--- src/rtl/pc_gen.sv ---
// Fetch PC generator: boot/run sequencing, redirect priority, and a direct-mapped
// BTB looked up on the registered PC.
module pc_gen #(
  parameter int unsigned          XLEN      = 32,
  parameter logic [XLEN-1:0]      RESET_VEC = 32'h0000_0000,
  parameter int unsigned          IALIGN    = 4,
  parameter int unsigned          BTB_DEPTH = 16
) (
  input  logic            clk,
  input  logic            rstn,
  input  logic            flush_i,
  input  logic [XLEN-1:0] flush_addr_i,
  input  logic            br_ctrl_i,
  input  logic [XLEN-1:0] br_addr_i,
  input  logic            stall_i,
  input  logic            fetch_ready_i,
  output logic            fetch_valid_o,
  output logic [XLEN-1:0] pc_o,
  output logic            pred_taken_o,
  input  logic            btb_upd_i,
  input  logic [XLEN-1:0] btb_upd_pc_i,
  input  logic [XLEN-1:0] btb_upd_tgt_i,
  input  logic            btb_upd_taken_i
);

  localparam int unsigned OFF  = $clog2(IALIGN);
  localparam int unsigned IDXW = $clog2(BTB_DEPTH);
  localparam int unsigned TAGW = XLEN - OFF - IDXW;
  localparam logic [XLEN-1:0] ALIGN_MASK = {XLEN{1'b1}} << OFF;

  typedef enum logic {BOOT, RUN} state_e;

  state_e          state_q, state_d;
  logic [XLEN-1:0] pc_q, pc_d;
  logic            accept;

  logic            valid_q [BTB_DEPTH];
  logic [TAGW-1:0] tag_q   [BTB_DEPTH];
  logic [XLEN-1:0] tgt_q   [BTB_DEPTH];

  logic [IDXW-1:0] lk_idx, upd_idx;
  logic [TAGW-1:0] lk_tag, upd_tag;
  logic            unused_upd_lowbits;

  assign lk_idx  = pc_q[OFF +: IDXW];
  assign lk_tag  = pc_q[XLEN-1 -: TAGW];
  assign upd_idx = btb_upd_pc_i[OFF +: IDXW];
  assign upd_tag = btb_upd_pc_i[XLEN-1 -: TAGW];
  assign unused_upd_lowbits = ^btb_upd_pc_i[OFF-1:0];

  // State register
  always_ff @(posedge clk or negedge rstn) begin
    if (!rstn) begin
      state_q <= BOOT;
      pc_q    <= RESET_VEC;
    end else begin
      state_q <= state_d;
      pc_q    <= pc_d;
    end
  end

  // Next-state logic
  always_comb begin
    state_d = state_q;
    case (state_q)
      BOOT:    state_d = RUN;
      RUN:     state_d = RUN;
      default: state_d = BOOT;
    endcase
  end

  // Outputs
  always_comb begin
    fetch_valid_o = (state_q == RUN);
    pred_taken_o  = (state_q == RUN) && valid_q[lk_idx] && (tag_q[lk_idx] == lk_tag);
    pc_o          = pc_q;
  end

  assign accept = fetch_valid_o && fetch_ready_i && !stall_i;

  always_comb begin
    pc_d = pc_q;
    if (flush_i)                    pc_d = flush_addr_i & ALIGN_MASK;
    else if (br_ctrl_i)             pc_d = br_addr_i & ALIGN_MASK;
    else if (accept && pred_taken_o) pc_d = tgt_q[lk_idx];
    else if (accept)                pc_d = pc_q + XLEN'(IALIGN);
  end

  // Not-taken updates only drop an entry that really belongs to this branch,
  // so an aliasing branch cannot evict another's prediction.
  always_ff @(posedge clk or negedge rstn) begin
    if (!rstn) begin
      for (int unsigned i = 0; i < BTB_DEPTH; i++) valid_q[i] <= 1'b0;
    end else if (btb_upd_i) begin
      if (btb_upd_taken_i)
        valid_q[upd_idx] <= 1'b1;
      else if (valid_q[upd_idx] && tag_q[upd_idx] == upd_tag)
        valid_q[upd_idx] <= 1'b0;
    end
  end

  always_ff @(posedge clk) begin
    if (btb_upd_i && btb_upd_taken_i) begin
      tag_q[upd_idx] <= upd_tag;
      tgt_q[upd_idx] <= btb_upd_tgt_i & ALIGN_MASK;
    end
  end

endmodule

--- config.mk ---
export PLATFORM = sky130hd
export DESIGN_NAME = pc_gen
export DESIGN_NICKNAME = d
export VERILOG_FILES = /design/src/rtl/pc_gen.sv
export SDC_FILE = /design/constraint.sdc
export NUM_CORES = 1
export LEC_CHECK = 0
export BUFFER_PORTS_ARGS = -buffer_cell sky130_fd_sc_hd__buf_2
export CAP_MARGIN = 20
export CORE_MARGIN = 5
export CORE_UTILIZATION = 43
export DETAILED_ROUTE_END_ITERATION = 10
export PLACE_DENSITY = 0.55
export SYNTH_ARGS = -nofsm -noshare
export SYNTH_HDL_FRONTEND = slang
export SYNTH_SLANG_ARGS = --single-unit
--- constraint.sdc ---
create_clock -name clk -period 6.8 [get_ports clk]
set_clock_uncertainty 0.05 [all_clocks]
set_input_delay 0.34 -clock clk [delete_from_list [all_inputs] [get_ports clk]]
set_output_delay 0.34 -clock clk [all_outputs]
set_load 0.02 [all_outputs]
==> results_dict.tcl, run 1 <==
set metrics [dict create \
    number_of_max_slew_violations_in_the_final_report 0 \
    postSynth.asyncResetShare_pct 4.98 \
    timing.final.crit_share_pct 85.9 \
    post-route-worst-setup-slack_ns 0.956 \
    detail_route.vias_per_cell 6.19 \
    place.gp.congestion 0.931 \
    clk-insertion-delay-late_ns 0.68 \
    grt_antenna_before_repair 4 \
    numClockSinks 943 \
    post_synth_num_cell_types 72 \
    worst_hold_path.num_cells 3 \
    detailedPlace.worstSlack_ns 1.74 \
    drive_gt1_share_pct 30.5 \
    layout.cells.most_common_list "sky130_fd_sc_hd__edfxtp_1, sky130_fd_sc_hd__mux4_2, sky130_fd_sc_hd__buf_2" \
    num_vias 23500 \
    coreArea_sq_um 96600 \
    layout_commonest_cell "sky130_fd_sc_hd__edfxtp_1" \
    drt_first_pass_iters 5 \
    timing.rr.end "pc_o[9]$_DFFE_PN0P_" \
    initialDrtViolationCount 2448 \
    max-slew-margin-rel_pct 20.9 \
    outcome "complete, no violations" \
    leakagePower_nw 15.4 \
    worst_hold_path_type "input pin to flop" \
    holdCritStartpoint "flush_addr_i[15]" \
    r2r_slack_ns 1.41 \
    worstMarginPinSlew_ns 1.18 \
    synthToLayoutAreaGrowth_pct 15.2 \
    synth-edff-count 896 \
    synth_area_per_cell_sq_um 19.1 \
    cts_setup_buffers 0 \
    finalWorstPathRequiredPeriod_ns 5.84 \
    ys_seq_elements 943 \
    min_delay_worst_endpoint "pc_o[15]$_DFFE_PN0P_" \
    grt_overflow_total 0 \
    cts.path.max_buffers 3 \
    worst_setup_path_end_kind "output port" \
    drtAntennaViolNets 0 \
    worstReg2RegStart "pc_o[2]$_DFFE_PN0P_" \
    timing.reg2reg.worst_path_depth 11 \
    setup_viol 0 \
    post-dp-hpwl_mm 72.8 \
    port-buffer-count 159 \
    total_power_mw 13.4 \
    count_of_pins_on_the_block_boundary 170 \
    wl_mm 124 \
    wl_per_cell_um 32.7 \
    synthFlopType "sky130_fd_sc_hd__edfxtp_1" \
    critical_path_required_ns 6.41 \
    pwr_density_cell_nw_per_um2 279 \
    cts_tree "built" \
    first_global_vias 24300 \
    fp.dieW_um 322 \
    finalSetupTns_ns 0 \
    start_util_pct 43.3 \
    grt.total_usage_pct 23.9 \
    placement_rows 114 \
    grt_setup_unrepaired "no" \
    synthesis.yosys.warnings 0 \
    clkTransAtPathRegs_ns 0.06 \
    vdd.ir_drop.worst_mv 0.231 \
    clock.fmax_mhz 171 \
    grt_start_max_net_pins 98 \
    cts_root_buffer "sky130_fd_sc_hd__clkbuf_16" \
    critical_path_arrival_ns 5.45 \
    gate_count_of_the_mapped_netlist 2182 \
    nNetsFinal 2561 \
    design.die.area_sq_um 103000 \
    grt_pass1_wl_mm 178 \
    number_of_max_cap_violations 0 \
    post-route-drc-count 0 \
    die_height_um 322 \
    cts_inserted_buffers 101 \
    synthesis.area_sq_um 41800 \
    report.final.hold_viol_count 0 \
    worst-path-max-fanout 33 \
    synth.yosys.seq_area_share_pct 67.2 \
    path_class "flop to output port" \
    h-tree-depth 3 \
    start_kind "flop" \
]
[kinds of logic after synthesis]
kind of cell | synth area share [%]
AO/OA/AOI/OAI | 3.02
XOR/XNOR | 1.40
adder cells (fa/ha/maj) | 0.0299
buffers and inverters | 1.95
flip-flops | 67.2
multiplexers | 22.3
other | 0.0180
AND/OR/NAND/NOR | 4.06
[timing repair]
item                      CTS  global route
gates resized for setup     0             0
hold endpoints to repair  925             0
hold buffers               77             0
[registers in the layout (all words and copies together) (netlist names)]
name and count:
pc_o 30, tag_q 416, tgt_q 480, valid_q 16, fetch_valid_o 1
[critical path: stages, from the launching register on]
cell	delay, ns
sky130_fd_sc_hd__dfrtp_4	0.93
sky130_fd_sc_hd__buf_4	0.48
sky130_fd_sc_hd__mux4_2	0.55
sky130_fd_sc_hd__mux2i_1	0.31
sky130_fd_sc_hd__o21ai_0	0.31
sky130_fd_sc_hd__o41a_1	0.46
sky130_fd_sc_hd__or3_1	0.36
sky130_fd_sc_hd__nor4_1	1.00
sky130_fd_sc_hd__buf_2	0.33
[report_power, final]
part | leakage (nW) | internal [mW] | switching (mW)
combinational | 5.26 | 0.656 | 0.836
clock | 1.56 | 3.07 | 2.24
sequential | 8.62 | 6.46 | 0.144
total | 15.4 | 10.2 | 3.22
[cell type report]
| class | count | area, sq um |
|---|---|---|
| Fill cell | 7923 | 48400 |
| Sequential cell | 943 | 28100 |
| Multi-Input combinational cell | 1074 | 13000 |
| Clock buffer | 137 | 2750 |
| Timing Repair Buffer | 295 | 2180 |
| Tap cell | 1276 | 1600 |
| Clock inverter | 52 | 469 |
| Inverter | 9 | 36.3 |
| Antenna cell | 3 | 7.51 |
[how the worst max path moves through the flow]
stage,startpoint,to,slack (ns),depth (start not counted)
3_5_place_dp,btb_upd_pc_i[2],valid_q[2]$_DFFE_PN0P_,1.74,11
4_1_cts,pc_o[2]$_DFFE_PN0P_,pred_taken_o,1.11,8
5_1_grt,pc_o[2]$_DFFE_PN0P_,pred_taken_o,0.93,8
2_1_floorplan,btb_upd_pc_i[2],tag_q[1][0]$_DFFE_PP_,0.79,6
6_report,pc_o[2]$_DFFE_PN0P_,pred_taken_o,0.96,8
3_3_place_gp,btb_upd_pc_i[2],valid_q[3]$_DFFE_PN0P_,1.77,11
[metal layers]
metal	track usage [%]	vias to the layer above	share of wire, %
li1	-	9655	-
met1	33.5	12700	41
met2	39.0	939	49
met3	4.68	176	7.3
met4	6.44	0	2.7
met5	0	-	0
[cell usage after synthesis, drive strengths merged, types with 3 or more instances]
library cell / instances / area share [%]
edfxtp: 896 / 64
mux4: 374 / 20
nor2: 130 / 1.2
mux2i: 87 / 2.1
buf: 81 / 1.2
a21oi: 80 / 0.96
clkbuf: 76 / 0.68
nor3: 53 / 0.63
dfrtp: 47 / 2.8
nand2: 47 / 0.42
xnor2: 40 / 0.84
nand3: 33 / 0.40
xor2: 27 / 0.57
a311oi: 18 / 0.38
nand4: 18 / 0.27
a22oi: 17 / 0.31
o21ai: 12 / 0.14
nor2b: 11 / 0.16
nor4: 10 / 0.15
inv: 9 / 0.081
nand2b: 9 / 0.13
and3: 6 / 0.090
o211ai: 6 / 0.11
o221ai: 6 / 0.13
or2: 6 / 0.090
a211oi: 5 / 0.090
a22o: 5 / 0.10
nor3b: 5 / 0.090
o22ai: 5 / 0.075
a2111oi: 4 / 0.084
and2: 4 / 0.060
nand3b: 4 / 0.072
o22a: 4 / 0.084
a221oi: 3 / 0.063
a32oi: 3 / 0.063
nor4b: 3 / 0.063
or3: 3 / 0.045
[per-stage QoR]
| stage | std cells | area, sq um | hold slack [ns] | utilization (%) |
|---|---|---|---|---|
| detailed placement | 3520 | 44100 | 0.464 | 45.7 |
| floorplan | 2183 | 41800 | -0.00559 | - |
| global placement | 3520 | 44100 | 0.455 | 45.7 |
| global route | 3788 | 48100 | 0.0105 | 49.9 |
| CTS | 3786 | 48100 | 0.00227 | 49.8 |
| finish | 3789 | 48100 | 0.0361 | 49.9 |
Note: power is estimated with default switching activity, not from simulation.
==> run 2: changes to the inputs <==
--- a/config.mk
+++ b/config.mk
@@ -9,6 +9,7 @@
 export CAP_MARGIN = 20
 export CORE_MARGIN = 5
 export CORE_UTILIZATION = 43
+export CTS_CLUSTER_DIAMETER = 50
 export DETAILED_ROUTE_END_ITERATION = 10
 export PLACE_DENSITY = 0.55
 export SYNTH_ARGS = -nofsm -noshare
==> constraint.sdc (replaced) <==
create_clock -name clk -period 6.8 [get_ports clk]
set_clock_uncertainty 0.05 [all_clocks]
set_input_delay 1.36 -clock clk [delete_from_list [all_inputs] [get_ports clk]]
set_output_delay 1.36 -clock clk [all_outputs]
set_load 0.02 [all_outputs]
==> run 2 against run 1 <==
  * Register-to-register slack gained 0.55 ns
  * Maximum frequency shrank 11%
  * Clock power grew 11%
  * Global-route usage is essentially flat
  * Combinational power is essentially flat
  * Via count grew 0.30%
  * Hold slack gained 0.44 ns
  * Design area shrank 0.27%
  * Non-clock buffer count shrank 54
==> results_dict.tcl, run 2 (synthesis results as in run 1) <==
set metrics [dict create \
    outcome "complete, no violations" \
    met1_capacity_usage_during_global_routing_pct 34.0 \
    holdCritStartpoint "valid_q[8]$_DFFE_PN0P_" \
    cts.path.max_buffers 3 \
    fp.dieW_um 322 \
    number_of_max_cap_violations 0 \
    flip_flop_count_of_the_largest_register_all_copies_and_words_added 480 \
    post-route-drc-count 0 \
    placement_rows 114 \
    pwr_density_cell_nw_per_um2 291 \
    design.die.area_sq_um 103000 \
    worst_setup_path_end_kind "output port" \
    finalSetupTns_ns 0 \
    drtAntennaViolNets 0 \
    worst-path-max-fanout 41 \
    h-tree-depth 3 \
    grt-busiest-layer "met2" \
    coreArea_sq_um 96600 \
    grt_antenna_before_repair 13 \
    drt_first_pass_iters 5 \
    start_kind "flop" \
    setup_viol 0 \
    worst_hold_path.num_cells 2 \
    initialDrtViolationCount 2800 \
    power.switching_fraction_pct 24.0 \
    numClockSinks 943 \
    place.gp.congestion 0.952 \
    power.share.sequential_pct 47.2 \
    internal_power_mw 10.6 \
    count_of_pins_on_the_block_boundary 170 \
    drive_gt1_share_pct 33.1 \
    power.combinational.fraction_pct 10.6 \
    wl_per_cell_um 33.3 \
    grt_pass1_wl_mm 178 \
    vdd.ir_drop.worst_mv 0.198 \
    grt_overflow_total 0 \
    num_vias 23500 \
    min_delay_worst_endpoint "valid_q[8]$_DFFE_PN0P_" \
    grt_setup_unrepaired "no" \
    finalWorstPathRequiredPeriod_ns 6.58 \
    cts_tree "built" \
    clock.fmax_mhz 152 \
    wl_mm 125 \
    path_class "flop to output port" \
    critical_path_arrival_ns 5.17 \
    first_global_vias 24300 \
    clkTransAtPathRegs_ns 0.06 \
    cts_hold_buf 0 \
    grt.total_usage_pct 23.9 \
    die_height_um 322 \
    worstReg2RegStart "pc_o[2]$_DFFE_PN0P_" \
    layout.cells.most_common_list "sky130_fd_sc_hd__edfxtp_1, sky130_fd_sc_hd__mux4_2, sky130_fd_sc_hd__buf_2" \
    leakagePower_nw 15.5 \
    globalRouteMet2Util_pct 37.7 \
    total_power_mw 14.0 \
    r2r_slack_ns 1.96 \
    max-slew-margin-rel_pct 24.6 \
    timing.final.crit_share_pct 96.8 \
    clk-insertion-delay-late_ns 0.69 \
    start_util_pct 43.3 \
    synthToLayoutAreaGrowth_pct 14.9 \
    detail_route.vias_per_cell 6.28 \
    cts_inserted_buffers 110 \
    worstMarginPinSlew_ns 1.13 \
    critical_path_required_ns 5.39 \
    finish.utilization_pct 49.7 \
    largest-register "tgt_q" \
    port-buffer-count 159 \
    number_of_max_slew_violations_in_the_final_report 0 \
    timing.reg2reg.worst_path_depth 11 \
    timing.rr.end "pc_o[7]$_DFFE_PN0P_" \
    p_switching_mw 3.35 \
    power.clock.fraction_pct 42.2 \
    nNetsFinal 2516 \
    cts_root_buffer "sky130_fd_sc_hd__clkbuf_16" \
    globalRouteMet3Util_pct 5.74 \
    report.final.hold_viol_count 0 \
    layout_commonest_cell "sky130_fd_sc_hd__edfxtp_1" \
    post-dp-hpwl_mm 74.9 \
    worst_hold_path_type "flop to flop" \
    grt_start_max_net_pins 67 \
]
-- run 2: layer usage --
| layer | part of all wire (%) | vias to the layer above | wire length, um |
|---|---|---|---|
| met5 | 0.038 | - | 48 |
| met4 | 2.6 | 8 | 3200 |
| met3 | 8.8 | 188 | 11000 |
| met2 | 47 | 1131 | 59200 |
| met1 | 41 | 12700 | 51400 |
| li1 | - | 9558 | - |
-- run 2: what timing repair did --
action	in CTS	in global routing
buffers inserted	0	1
resized for setup	0	0
setup endpoints to repair	0	1
-- run 2: area by class of cell --
class / instances / area [sq um]
Fill cell: 7924 / 48600
Sequential cell: 943 / 28100
Multi-Input combinational cell: 1074 / 13000
Clock buffer: 134 / 2870
Tap cell: 1276 / 1600
Timing Repair Buffer: 241 / 1600
Clock inverter: 67 / 790
Inverter: 9 / 36.3
Antenna cell: 2 / 5.00
-- run 2: worst max path at each step --
stage | cells past startpoint | to | start | slack (ns)
final | 9 | pred_taken_o | pc_o[3]$_DFFE_PN0P_ | 0.22
after global routing | 9 | pred_taken_o | pc_o[3]$_DFFE_PN0P_ | 0.09
after CTS | 11 | pred_taken_o | pc_o[2]$_DFFE_PN0P_ | 0.15
after floorplan | 6 | tag_q[0][0]$_DFFE_PP_ | btb_upd_pc_i[2] | 0.06
after detailed placement | 11 | pred_taken_o | pc_o[2]$_DFFE_PN0P_ | 0.90
after global placement | 11 | pred_taken_o | pc_o[2]$_DFFE_PN0P_ | 0.94
-- run 2: worst max-delay path: stages (launching register included) --
cell and delay (ns):
sky130_fd_sc_hd__dfrtp_4 0.95, sky130_fd_sc_hd__buf_4 0.48, sky130_fd_sc_hd__mux4_2 0.37, sky130_fd_sc_hd__o21ai_0 0.47
sky130_fd_sc_hd__o221ai_1 0.18, sky130_fd_sc_hd__o41ai_1 0.49, sky130_fd_sc_hd__nand3_1 0.20, sky130_fd_sc_hd__nor4_1 0.90
sky130_fd_sc_hd__buf_4 0.23, sky130_fd_sc_hd__buf_2 0.15
-- run 2: power by group through the flow --
stage,combinational (mW),clock (mW),sequential (mW)
after CTS,1.47,6.00,6.59
after global routing,1.57,6.27,6.60
after global placement,1.46,0,6.71
after detailed placement,1.47,0,6.71
after floorplan,0.957,0,6.65
final,1.48,5.90,6.60
-- run 2: metrics by stage --
stage	instances	worst slack, ns	hold WS (ns)	area (sq um)
final	3746	0.215	0.478	48000
after global routing	3745	0.0894	0.499	48000
after CTS	3743	0.155	0.482	48000
after detailed placement	3542	0.896	0.470	44300
after global placement	3542	0.940	0.460	44300
after floorplan	2183	0.0578	0.428	41800
